## config.mk

```make
export PLATFORM = sky130hd
export DESIGN_NAME = rf_writeback_arbiter
export DESIGN_NICKNAME = d
export VERILOG_FILES = /design/src/rtl/rf_writeback_arbiter_pkg.sv /design/src/rtl/rf_writeback_arbiter_wb_fifo.sv /design/src/rtl/rf_writeback_arbiter.sv
export SDC_FILE = /design/constraint.sdc
export NUM_CORES = 1
export LEC_CHECK = 0
export BUFFER_PORTS_ARGS = -buffer_cell sky130_fd_sc_hd__buf_2
export CAP_MARGIN = 30
export CORE_UTILIZATION = 30
export CTS_BUF_LIST = sky130_fd_sc_hd__clkbuf_16
export CTS_CLUSTER_DIAMETER = 40
export DETAILED_ROUTE_END_ITERATION = 7
export GPL_ROUTABILITY_DRIVEN = 0
export GPL_TIMING_DRIVEN = 0
export PLACE_DENSITY = 0.46
export SLEW_MARGIN = 10
export SYNTH_ARGS = -nofsm -noshare
export SYNTH_HDL_FRONTEND = slang
export SYNTH_SLANG_ARGS = --single-unit
```

## constraint.sdc

```tcl
create_clock -name clk -period 3.15 [get_ports clk]
set_input_delay 0.315 -clock clk [delete_from_list [all_inputs] [get_ports clk]]
set_output_delay 0.315 -clock clk [all_outputs]
set_load 0.02 [all_outputs]
```

## src/rtl/rf_writeback_arbiter_pkg.sv

```systemverilog
// rtl/rf_writeback_arbiter_pkg.sv - shared widths and the writeback entry type
package rf_writeback_arbiter_pkg;

  localparam int XLEN     = 32;
  localparam int REG_SIZE = 32;
  localparam int REG_AW   = $clog2(REG_SIZE);

  typedef struct packed {
    logic [REG_AW-1:0] rd;
    logic [XLEN-1:0]   data;
  } wb_entry_t;

endpackage

```

## src/rtl/rf_writeback_arbiter_wb_fifo.sv

```systemverilog
// rtl/rf_writeback_arbiter_wb_fifo.sv - DEPTH-entry synchronous FIFO of writeback entries
module rf_writeback_arbiter_wb_fifo
  import rf_writeback_arbiter_pkg::*;
#(
  parameter int DEPTH = 4
) (
  input  logic                     clk,
  input  logic                     rst,
  input  logic                     push,
  input  wb_entry_t                push_data,
  input  logic                     pop,
  output wb_entry_t                head,
  output logic                     full,
  output logic                     empty,
  output logic [$clog2(DEPTH):0]   count
);

  localparam int AW = $clog2(DEPTH);
  localparam int CW = AW + 1;

  wb_entry_t     mem [DEPTH];
  logic [AW-1:0] wr_ptr;
  logic [AW-1:0] rd_ptr;
  logic          do_push;
  logic          do_pop;

  // A push into a full FIFO is only legal when the head leaves in the same cycle.
  assign do_pop  = pop && !empty;
  assign do_push = push && (!full || do_pop);

  assign full  = (count == CW'(DEPTH));
  assign empty = (count == '0);
  assign head  = mem[rd_ptr];

  always_ff @(posedge clk) begin
    if (rst) begin
      wr_ptr <= '0;
      rd_ptr <= '0;
      count  <= '0;
    end else begin
      if (do_push) begin
        mem[wr_ptr] <= push_data;
        wr_ptr      <= wr_ptr + AW'(1);
      end
      if (do_pop) begin
        rd_ptr <= rd_ptr + AW'(1);
      end
      case ({do_push, do_pop})
        2'b10:   count <= count + CW'(1);
        2'b01:   count <= count - CW'(1);
        default: count <= count;
      endcase
    end
  end

endmodule

```

## src/rtl/rf_writeback_arbiter.sv

```systemverilog
// rtl/rf_writeback_arbiter.sv - register-file write port arbiter with long-latency scoreboard
module rf_writeback_arbiter
  import rf_writeback_arbiter_pkg::*;
#(
  parameter int DEPTH        = 4,
  parameter int STARVE_LIMIT = 8
) (
  input  logic              clk,
  input  logic              rst,
  input  logic              pipe_we,
  input  logic [REG_AW-1:0] pipe_rd,
  input  logic [XLEN-1:0]   pipe_data,
  input  logic              mc_valid,
  output logic              mc_ready,
  input  logic [REG_AW-1:0] mc_rd,
  input  logic [XLEN-1:0]   mc_data,
  input  logic              issue_valid,
  input  logic [REG_AW-1:0] issue_rd,
  output logic              issue_ready,
  input  logic [REG_AW-1:0] rs1,
  input  logic [REG_AW-1:0] rs2,
  output logic              rs1_pending,
  output logic              rs2_pending,
  output logic              wb_stall_req,
  output logic              rf_we,
  output logic [REG_AW-1:0] rf_rd,
  output logic [XLEN-1:0]   rf_wdata
);

  localparam int CW = $clog2(DEPTH) + 1;
  localparam int SW = $clog2(STARVE_LIMIT + 1);

  logic                pipe_act;
  logic                fifo_push;
  logic                fifo_pop;
  logic                fifo_full;
  logic                fifo_empty;
  logic [CW-1:0]       fifo_count;
  wb_entry_t           fifo_head;
  wb_entry_t           mc_entry;
  logic [REG_SIZE-1:0] pending;
  logic [REG_SIZE-1:0] pending_next;
  logic                issue_set;
  logic [SW-1:0]       starve_cnt;

  assign pipe_act = pipe_we && (pipe_rd != '0);

  // The pipeline result always wins the port; the FIFO only drains in idle WB slots.
  assign fifo_pop  = !rst && !pipe_act && !fifo_empty;
  assign mc_ready  = !rst && (!fifo_full || fifo_pop);
  assign fifo_push = mc_valid && mc_ready && (mc_rd != '0);
  assign mc_entry  = '{rd: mc_rd, data: mc_data};

  rf_writeback_arbiter_wb_fifo #(
    .DEPTH(DEPTH)
  ) u_wb_fifo (
    .clk       (clk),
    .rst       (rst),
    .push      (fifo_push),
    .push_data (mc_entry),
    .pop       (fifo_pop),
    .head      (fifo_head),
    .full      (fifo_full),
    .empty     (fifo_empty),
    .count     (fifo_count)
  );

  always_comb begin
    rf_we    = 1'b0;
    rf_rd    = '0;
    rf_wdata = '0;
    if (!rst) begin
      if (pipe_act) begin
        rf_we    = 1'b1;
        rf_rd    = pipe_rd;
        rf_wdata = pipe_data;
      end else if (!fifo_empty) begin
        rf_we    = 1'b1;
        rf_rd    = fifo_head.rd;
        rf_wdata = fifo_head.data;
      end
    end
  end

  assign issue_ready = !pending[issue_rd] || (issue_rd == '0);
  assign issue_set   = issue_valid && issue_ready && (issue_rd != '0);
  assign rs1_pending = pending[rs1];
  assign rs2_pending = pending[rs2];

  // Set is applied after clear so a re-issue during the retiring write stays pending.
  always_comb begin
    pending_next = pending;
    if (fifo_pop) begin
      pending_next[fifo_head.rd] = 1'b0;
    end
    if (issue_set) begin
      pending_next[issue_rd] = 1'b1;
    end
    pending_next[0] = 1'b0;
  end

  always_ff @(posedge clk) begin
    if (rst) begin
      pending <= '0;
    end else begin
      pending <= pending_next;
    end
  end

  always_ff @(posedge clk) begin
    if (rst || !(fifo_full && pipe_act)) begin
      starve_cnt <= '0;
    end else if (starve_cnt != SW'(STARVE_LIMIT)) begin
      starve_cnt <= starve_cnt + SW'(1);
    end
  end

  assign wb_stall_req = !rst && (starve_cnt == SW'(STARVE_LIMIT));

  // Writing a register that still awaits a long-latency result means decode missed a stall.
  a_pipe_wr_pending : assert property (@(posedge clk) disable iff (rst)
    !(pipe_act && pending[pipe_rd]));

  a_fifo_count_range : assert property (@(posedge clk) disable iff (rst)
    fifo_count <= CW'(DEPTH));

endmodule

```

==> results of run 1 <==
-- sequential cells by signal, indices dropped and copies added (netlist names), named ones only --
name and count:
starve_cnt 4, u_wb_fifo.count 3, u_wb_fifo.wr_ptr 2, u_wb_fifo.rd_ptr 2, pending 31, u_wb_fifo.mem 148
-- routing by layer --
metal / share of wire, % / wire length [um] / vias to the layer above
li1: - / - / 2622
met1: 42 / 9150 / 2915
met2: 52 / 11200 / 132
met3: 5.3 / 1160 / 22
met4: 0.87 / 189 / 8
met5: 0.22 / 47 / -
-- per-stage QoR --
stage	cells	setup WS, ps	setup TNS [ps]	hold slack, ps	total power, mW
after global routing	1100	45.2	0	75.2	5.85
final	1101	227	0	101	5.62
after CTS	1100	131	0	80.3	5.69
after global placement	1062	-606	-85830	471	3.53
after detailed placement	1068	-149	-149	496	3.55
after floorplan	556	437	0	414	3.30
-- cells by family after synthesis --
group	count (synthesis)
muxes	70
adders and majority gates	8
xor gates and xnor gates	4
DFF	192
buffers and inverters	57
AOI/OAI and AO/OA	104
and+or+nand+nor	121
-- critical path: stages (launching register included) --
cell,delay [ps]
dfxtp_1,310
clkbuf_1,490
clkbuf_1,590
mux4_2,450
a22o_1,190
buf_2,150
-- power breakdown --
group,internal (mW),total [mW],switching [mW]
clock,1.13,2.14,1.00
sequential,2.80,2.83,0.0258
combinational,0.264,0.661,0.397
-- final cells by class --
cell class / count / area, um^2
buffer: 40 / 181
clock buffer: 17 / 425
sequential: 192 / 5330
antenna: 1 / 2.50
multi-input combinational: 307 / 3130
timing repair buffer: 134 / 731
fill: 2706 / 17700
tap: 378 / 473
inverter: 17 / 63.8
clock inverter: 15 / 170
-- worst paths after layout --
path,to,cells after the start,slack (ps)
worst min-delay path,u_wb_fifo.mem[0][12],1,100
worst max-delay path,rf_wdata[13],5,230
worst max register to register,u_wb_fifo.count[2],10,260
worst min register to register,u_wb_fifo.rd_ptr[1],2,510
-- layout by cell type (no fill, tap or decap), types with 7 or more instances in the layout --
master,instances
buf_2,149
edfxtp_1,148
mux4_2,54
dfxtp_1,44
a22o_1,35
nand4_1,32
a32o_1,27
nor2_1,20
inv_1,17
clkbuf_1,17
clkbuf_16,17
mux2i_1,10
nand2_1,10
nor3_1,9
a21oi_1,9
nand3_1,8
nor2b_1,8
ha_1,7
==> results.sh, run 1 <==
export IMPL_numCtsBuffers=17
export IMPL_fmax_mhz=342
export IMPL_vias_per_cell=5.18
export IMPL_tritoncts="yes"
export IMPL_synthTopCellsByArea="edfxtp_1 51%, mux4_2 14%, dfxtp_1 10%"
export IMPL_vias=5699
export IMPL_synth_top_family_by_area="multiplexers"
export IMPL_syn2layout_area_growth_pct=20.8
export IMPL_final_net_count=811
export IMPL_synthFlopType="edfxtp_1"
export IMPL_yosysUniqueCellTypes=59
export IMPL_h_tree_depth=4
export IMPL_busiest_layer="met2"
export IMPL_synth_xor_area_share_pct=0.403
export IMPL_cp_required_ps=2830
export IMPL_firstDrtPassIters=4
export IMPL_synth_adder_area_share_pct=1.24
export IMPL_ant_nets=0
export IMPL_utilization_pct=37.3
export IMPL_rsz0062_at_grt="no"
export IMPL_finalMaxSlewViolations=0
export IMPL_critical_path_class="flop to primary output"
export IMPL_cts_root_buf="clkbuf_16"
export IMPL_synthCells=556
export IMPL_maxSlewHeadroom_pct=51.7
export IMPL_cts_path_max_buffers=2
export IMPL_power_density_nw_per_um2=536
export IMPL_drt_wirelength_per_cell_um=19.8
export IMPL_die_h_um=172
export IMPL_drcViolationCount=0
export IMPL_ir_drop_mv=0.338
export IMPL_grt_ovfl_total=0
export IMPL_synth_area_per_cell_um2=15.6
export IMPL_hold_viol=0
export IMPL_cts_resized=0
export IMPL_grt_usage_pct=15.2
export IMPL_syn_nets=658
export IMPL_synth_mux_area_share_pct=15.9
export IMPL_post_cts_setup_buffers=0
export IMPL_ys_seq_area_share_pct=61.3
export IMPL_antenna_found_initial=5
export IMPL_drtIter0Drc=332
export IMPL_cp_end_kind="primary output"
export IMPL_netlist_top_cells_count="148 x edfxtp_1, 54 x mux4_2, 44 x dfxtp_1"
export IMPL_num_rows=61
export IMPL_fin_crit_ps=2920
export IMPL_cap_violations=0
export IMPL_power_leakage_nw=3.64
export IMPL_finalClockSkew_ps=9.87
export IMPL_hp_start="mc_data[12]"
export IMPL_cts_hold_buf=0
export IMPL_worstMarginPinSlew_ps=719
export IMPL_yosysTopAreaCell="edfxtp_1"
export IMPL_placed_cell_area_um2=9900
export IMPL_synth_compound_area_share_pct=10.2
export IMPL_post_synth_top_count_cell="edfxtp_1"
export IMPL_crit_reg2reg_launch="u_wb_fifo.count[2]"
export IMPL_crit_fanout=10
export IMPL_cts_sinks=192
export IMPL_io_pins=137
export IMPL_ys_warn_count=0
export IMPL_fin_crit_sh_pct=92.8
export IMPL_dpl_hpwl_mm=15.7
export IMPL_cp_data_arrival_time_ps=2610
export IMPL_status="finished clean"
export IMPL_netlist_area_um2=8690
export IMPL_grtUsageMet2_pct=26.7
export IMPL_die_area_um2=29700
export IMPL_final_area_um2=10500
export IMPL_clk_latency_ps=420
export IMPL_wl_mm=21.8
export IMPL_ys_ff_latch=192
export IMPL_grt_first_pass_wirelength_mm=33.2
export IMPL_core_um2=28200
export IMPL_grtUsageMet1_pct=18.5
export IMPL_grt_pass1_vias=5849
export IMPL_io_buffers=128
export IMPL_synth_edf_count=148
export IMPL_synthSimpleGateAreaFrac_pct=8.18
export IMPL_clk_pin_slew_worst_paths_ps=80
export IMPL_hold_class="primary input to flop"
export IMPL_synthArstFlopShare_pct=0
export IMPL_setup_worst_path_start_class="flop"
export IMPL_start_util_pct=30.9
export IMPL_drive_gt1_share_pct=36.0
export IMPL_synth_top_area_share_pct=51.1
export IMPL_die_w_um=172
export IMPL_grt_max_degree=23
export IMPL_setup_violations=0
export IMPL_grt_use_met3_pct=3.91
(Power assumes the default switching activity.)
==> inputs of run 2 (changes only) <==
--- a/config.mk
+++ b/config.mk
@@ -7,13 +7,15 @@
 export LEC_CHECK = 0
 export BUFFER_PORTS_ARGS = -buffer_cell sky130_fd_sc_hd__buf_2
 export CAP_MARGIN = 30
+export CELL_PAD_IN_SITES_DETAIL_PLACEMENT = 0
+export CELL_PAD_IN_SITES_GLOBAL_PLACEMENT = 1
 export CORE_UTILIZATION = 30
 export CTS_BUF_LIST = sky130_fd_sc_hd__clkbuf_16
 export CTS_CLUSTER_DIAMETER = 40
 export DETAILED_ROUTE_END_ITERATION = 7
 export GPL_ROUTABILITY_DRIVEN = 0
 export GPL_TIMING_DRIVEN = 0
-export PLACE_DENSITY = 0.46
+export PLACE_DENSITY = 0.53
 export SLEW_MARGIN = 10
 export SYNTH_ARGS = -nofsm -noshare
 export SYNTH_HDL_FRONTEND = slang
==> results.sh, run 2 (synthesis gave the netlist of run 1 again) <==
export IMPL_cts_resized=0
export IMPL_firstDrtPassIters=5
export IMPL_grt_max_degree=28
export IMPL_post_cts_setup_buffers=0
export IMPL_clk_pin_slew_worst_paths_ps=80
export IMPL_fmax_mhz=337
export IMPL_hold_viol=0
export IMPL_cp_end_kind="primary output"
export IMPL_start_util_pct=30.9
export IMPL_h_tree_depth=4
export IMPL_cp_data_arrival_time_ps=2650
export IMPL_grt_ovfl_total=0
export IMPL_die_h_um=172
export IMPL_tritoncts="yes"
export IMPL_cts_path_max_buffers=2
export IMPL_drcViolationCount=0
export IMPL_grt_pass1_vias=5746
export IMPL_fin_ws_ps=182
export IMPL_numCtsBuffers=17
export IMPL_final_cell_count_no_fill=1102
export IMPL_place_ws_ps=-98.5
export IMPL_status="finished clean"
export IMPL_fin_crit_ps=2970
export IMPL_die_area_um2=29700
export IMPL_placed_cell_area_um2=9890
export IMPL_vias_per_cell=5.12
export IMPL_utilization_pct=37.3
export IMPL_largest_reg_flops=148
export IMPL_grt_first_pass_wirelength_mm=33.4
export IMPL_rsz0062_at_grt="no"
export IMPL_wl_mm=21.6
export IMPL_ant_nets=0
export IMPL_io_buffers=128
export IMPL_clk_latency_ps=430
export IMPL_most_common_layout_cells="148 x buf_2, 148 x edfxtp_1, 54 x mux4_2"
export IMPL_cap_violations=0
export IMPL_regMostFlops="u_wb_fifo.mem"
export IMPL_num_rows=61
export IMPL_cts_sinks=192
export IMPL_die_w_um=172
export IMPL_finalMaxSlewViolations=0
export IMPL_finalClockSkew_ps=9.86
export IMPL_maxSlewHeadroom_pct=36.8
export IMPL_cts_root_buf="clkbuf_16"
export IMPL_setup_worst_path_start_class="flop"
export IMPL_syn2layout_area_growth_pct=21.0
export IMPL_dp_cells=1066
export IMPL_cts_hold_buf=0
export IMPL_dpl_hpwl_mm=15.3
export IMPL_crit_fanout=10
export IMPL_reg_largest_list="u_wb_fifo.mem (148), pending (31), starve_cnt (4)"
export IMPL_worstMarginPinSlew_ps=940
export IMPL_final_net_count=810
export IMPL_power_leakage_nw=3.64
export IMPL_power_density_nw_per_um2=536
export IMPL_io_pins=137
export IMPL_antenna_found_initial=9
export IMPL_fin_crit_sh_pct=94.2
export IMPL_grt_usage_pct=15.3
export IMPL_ir_drop_mv=0.296
export IMPL_drive_gt1_share_pct=36.1
export IMPL_core_um2=28200
export IMPL_vias=5639
export IMPL_nFillCells=2715
export IMPL_cp_required_ps=2830
export IMPL_hold_class="primary input to flop"
export IMPL_drtIter0Drc=351
export IMPL_critical_path_class="flop to primary output"
export IMPL_setup_violations=0
export IMPL_final_area_um2=10500
export IMPL_drt_wirelength_per_cell_um=19.6
run 2: cell types whose count changed in the layout (fill, tap and decap cells not counted), sizes merged:
cell    delta
buf        -1
bufinv     -1
clkinv     +3
diode      +2
inv        -2
run 2: area by class of cell:
type / instances / area (um^2) / area share (%)
Tap cell: 378 / 473 / 4.50
Clock buffer: 17 / 425 / 4.05
Timing Repair Buffer: 133 / 726 / 6.90
Clock inverter: 15 / 186 / 1.77
Inverter: 17 / 63.8 / 0.607
Sequential cell: 192 / 5330 / 50.6
Buffer: 40 / 181 / 1.73
Antenna cell: 3 / 7.51 / 0.0714
Multi-Input combinational cell: 307 / 3130 / 29.7
run 2: power breakdown:
group	leakage, nW	internal, mW	switching, mW	total, mW
Sequential	1.70	2.80	0.0250	2.82
Combinational	1.64	0.264	0.394	0.658
Clock	0.293	1.08	1.07	2.15
run 2: worst max-delay path, stage by stage (launching register included):
cell and delay [ps]:
dfxtp_1 310, clkbuf_1 530, clkbuf_1 580, mux4_2 440, a22o_1 200, buf_2 150
run 2: per-stage QoR:
| stage | TNS, ps | power, mW | hold slack, ps |
|---|---|---|---|
| 6_report | 0 | 5.63 | 92.9 |
| 3_3_place_gp | -84870 | 3.53 | 466 |
| 3_5_place_dp | -98.5 | 3.55 | 500 |
| 4_1_cts | 0 | 5.70 | 71.5 |
| 5_1_grt | 0 | 5.86 | 71.6 |
| 2_1_floorplan | 0 | 3.30 | 414 |
run 2: worst paths after layout:
| check | start | end | slack [ps] | cells past startpoint |
|---|---|---|---|---|
| worst max register to register | u_wb_fifo.count[0] | u_wb_fifo.count[2] | 370 | 10 |
| worst min-delay path | mc_data[16] | u_wb_fifo.mem[3][16] | 90 | 1 |
| worst min register to register | starve_cnt[2] | starve_cnt[2] | 510 | 2 |
| worst max-delay path | flop | rf_wdata[5] | 180 | 5 |
run 2: routing by layer:
metal / wire, um / track usage (%) / vias to the layer above
li1: - / - / 2614
met1: 9190 / 18.9 / 2831
met5: 63 / 0 / -
met4: 259 / 4.35 / 10
met3: 1280 / 4.17 / 28
met2: 10800 / 26.1 / 156
==> inputs of run 3 (changes only) <==
--- a/config.mk
+++ b/config.mk
@@ -5,6 +5,7 @@
 export SDC_FILE = /design/constraint.sdc
 export NUM_CORES = 1
 export LEC_CHECK = 0
+export ABC_AREA = 1
 export BUFFER_PORTS_ARGS = -buffer_cell sky130_fd_sc_hd__buf_2
 export CAP_MARGIN = 30
 export CELL_PAD_IN_SITES_DETAIL_PLACEMENT = 0
@@ -15,7 +16,7 @@
 export DETAILED_ROUTE_END_ITERATION = 7
 export GPL_ROUTABILITY_DRIVEN = 0
 export GPL_TIMING_DRIVEN = 0
-export PLACE_DENSITY = 0.53
+export PLACE_DENSITY = 0.56
 export SLEW_MARGIN = 10
 export SYNTH_ARGS = -nofsm -noshare
 export SYNTH_HDL_FRONTEND = slang
==> results.sh, run 3 <==
export IMPL_power_density_nw_per_um2=522
export IMPL_yosysTopAreaCell="edfxtp_1"
export IMPL_cp_end_kind="primary output"
export IMPL_hold_viol=0
export IMPL_yosysUniqueCellTypes=33
export IMPL_die_area_um2=31000
export IMPL_most_common_layout_cells="149 x buf_2, 148 x edfxtp_1, 142 x nand2_1"
export IMPL_setup_worst_path_start_class="flop"
export IMPL_clk_pin_slew_worst_paths_ps=80
export IMPL_status="finished clean"
export IMPL_cts_sinks=192
export IMPL_ys_seq_area_share_pct=58.5
export IMPL_synth_edf_count=148
export IMPL_maxSlewHeadroom_pct=44.4
export IMPL_post_synth_top_count_cell="edfxtp_1"
export IMPL_power_leakage_nw=4.16
export IMPL_grt_max_degree=23
export IMPL_wl_mm=27.2
export IMPL_cp_required_ps=2830
export IMPL_cts_root_buf="clkbuf_16"
export IMPL_vias_per_cell=4.95
export IMPL_num_rows=63
export IMPL_clk_latency_ps=430
export IMPL_grt_usage_pct=18.0
export IMPL_io_buffers=134
export IMPL_placed_cell_area_um2=10400
export IMPL_hp_start="mc_data[16]"
export IMPL_final_common_cell="buf_2"
export IMPL_synthCells=945
export IMPL_hold_ws_ps=89.8
export IMPL_netlist_area_um2=9100
export IMPL_grt_ovfl_total=0
export IMPL_netlist_top_cells_count="148 x edfxtp_1, 142 x nand2_1, 138 x nor2_1"
export IMPL_crit_reg2reg_launch="u_wb_fifo.count[0]"
export IMPL_regMostFlops="u_wb_fifo.mem"
export IMPL_post_cts_setup_buffers=0
export IMPL_syn_nets=1047
export IMPL_drtIter0Drc=470
export IMPL_final_cell_count_no_fill=1508
export IMPL_dpl_hpwl_mm=19.2
export IMPL_critical_path_class="flop to primary output"
export IMPL_syn2layout_area_growth_pct=21.5
export IMPL_ys_warn_count=0
export IMPL_numCtsBuffers=17
export IMPL_final_net_count=1205
export IMPL_firstDrtPassIters=5
export IMPL_cap_violations=0
export IMPL_grt_first_pass_wirelength_mm=41.3
export IMPL_dp_cells=1474
export IMPL_ant_nets=0
export IMPL_hold_class="primary input to flop"
export IMPL_largest_reg_flops=148
export IMPL_drt_wirelength_per_cell_um=18.1
export IMPL_synthArstFlopShare_pct=0
export IMPL_grt_pass1_vias=7162
export IMPL_crit_fanout=10
export IMPL_antenna_found_initial=5
export IMPL_vias=7472
export IMPL_synth_top_area_share_pct=48.9
export IMPL_worstMarginPinSlew_ps=831
export IMPL_fin_crit_sh_pct=87.0
export IMPL_start_util_pct=30.6
export IMPL_h_tree_depth=4
export IMPL_rsz0062_at_grt="no"
export IMPL_finalClockSkew_ps=13.1
export IMPL_finalMaxSlewViolations=0
export IMPL_fmax_mhz=365
export IMPL_cts_path_max_buffers=2
export IMPL_drcViolationCount=0
export IMPL_io_pins=137
export IMPL_tritoncts="yes"
export IMPL_ys_ff_latch=192
export IMPL_synthTopCellsByArea="edfxtp_1 49%, dfxtp_1 9.7%, nand2_1 5.9%"
export IMPL_die_h_um=176
export IMPL_die_w_um=176
export IMPL_cts_hold_buf=0
export IMPL_cp_data_arrival_time_ps=2430
export IMPL_drive_gt1_share_pct=20.6
export IMPL_ir_drop_mv=0.292
export IMPL_fin_crit_ps=2740
export IMPL_synthFlopType="edfxtp_1"
export IMPL_final_area_um2=11100
export IMPL_cts_resized=0
export IMPL_core_um2=29700
export IMPL_setup_violations=0
export IMPL_reg_largest_list="u_wb_fifo.mem (148), pending (31), starve_cnt (4)"
export IMPL_synth_area_per_cell_um2=9.63
-- run 3: cell count changes after synthesis, sizes merged, moves of 8 or more --
cell,delta
mux4,-54
mux2i,-10
nor2b,-8
clkbuf,+10
a21oi,+37
a32o,-26
o21ai,+122
nand3,+21
nor2,+119
o22ai,+31
inv,+45
o221ai,+10
nand2,+145
-- run 3: worst max-delay path, stage by stage (launching register included) --
cell	delay, ps
dfxtp_1	300
buf_2	190
inv_2	70
buf_2	240
clkbuf_1	430
o21ai_0	170
o22ai_1	260
a22o_1	170
buf_2	150
-- run 3: through the flow --
stage                     setup WS (ps)  setup TNS [ps]  power, mW  util, %
after floorplan                     103               0       3.30        -
after global placement            -1750         -249590       3.60     34.5
after detailed placement            238               0       3.61     35.0
after CTS                           318               0       5.84     37.2
after global routing               64.3               0       6.01     37.2
final                               410               0       5.77     37.2
-- run 3: power breakdown --
group	total, mW	switching (mW)	leakage [nW]	internal (mW)
Sequential	2.82	0.0285	1.70	2.79
Combinational	0.732	0.494	2.15	0.238
Clock	2.23	1.07	0.303	1.16
-- run 3: metal layers --
metal	global-route usage [%]	share of wire, %	wire, um	up-vias
li1	-	-	-	3699
met1	22.8	44	12000	3567
met2	32.0	51	13900	176
met3	2.76	4.0	1080	24
met4	4.17	0.94	256	6
met5	0	0.14	38	-
-- run 3: final timing paths --
path,endpoint,slack (ps),cells after the start
min reg2reg,u_wb_fifo.rd_ptr[1],470,2
max reg2reg,u_wb_fifo.count[2],430,13
min,u_wb_fifo.mem[0][16],90,1
max,rf_wdata[23],410,8
-- run 3: cell type report --
class / count / area (um^2)
Fill cell: 3018 / 18700
Sequential cell: 192 / 5330
Multi-Input combinational cell: 640 / 3290
Timing Repair Buffer: 139 / 801
Tap cell: 390 / 488
Clock buffer: 17 / 425
Buffer: 52 / 282
Inverter: 61 / 231
Clock inverter: 15 / 206
Antenna cell: 2 / 5.00
-- run 3: cells by family (layout without fill, tap and decap cells) --
logic type / Yosys count / in the layout / share of synthesized area (%)
other: 0 / 2 / 0
AOI/OAI and AO/OA: 256 / 256 / 16.5
buffers and inverters: 113 / 284 / 5.64
DFF: 192 / 192 / 58.5
xor gates and xnor gates: 2 / 2 / 0.193
and+or+nand+nor: 374 / 374 / 18.0
adders and majority gates: 8 / 8 / 1.18
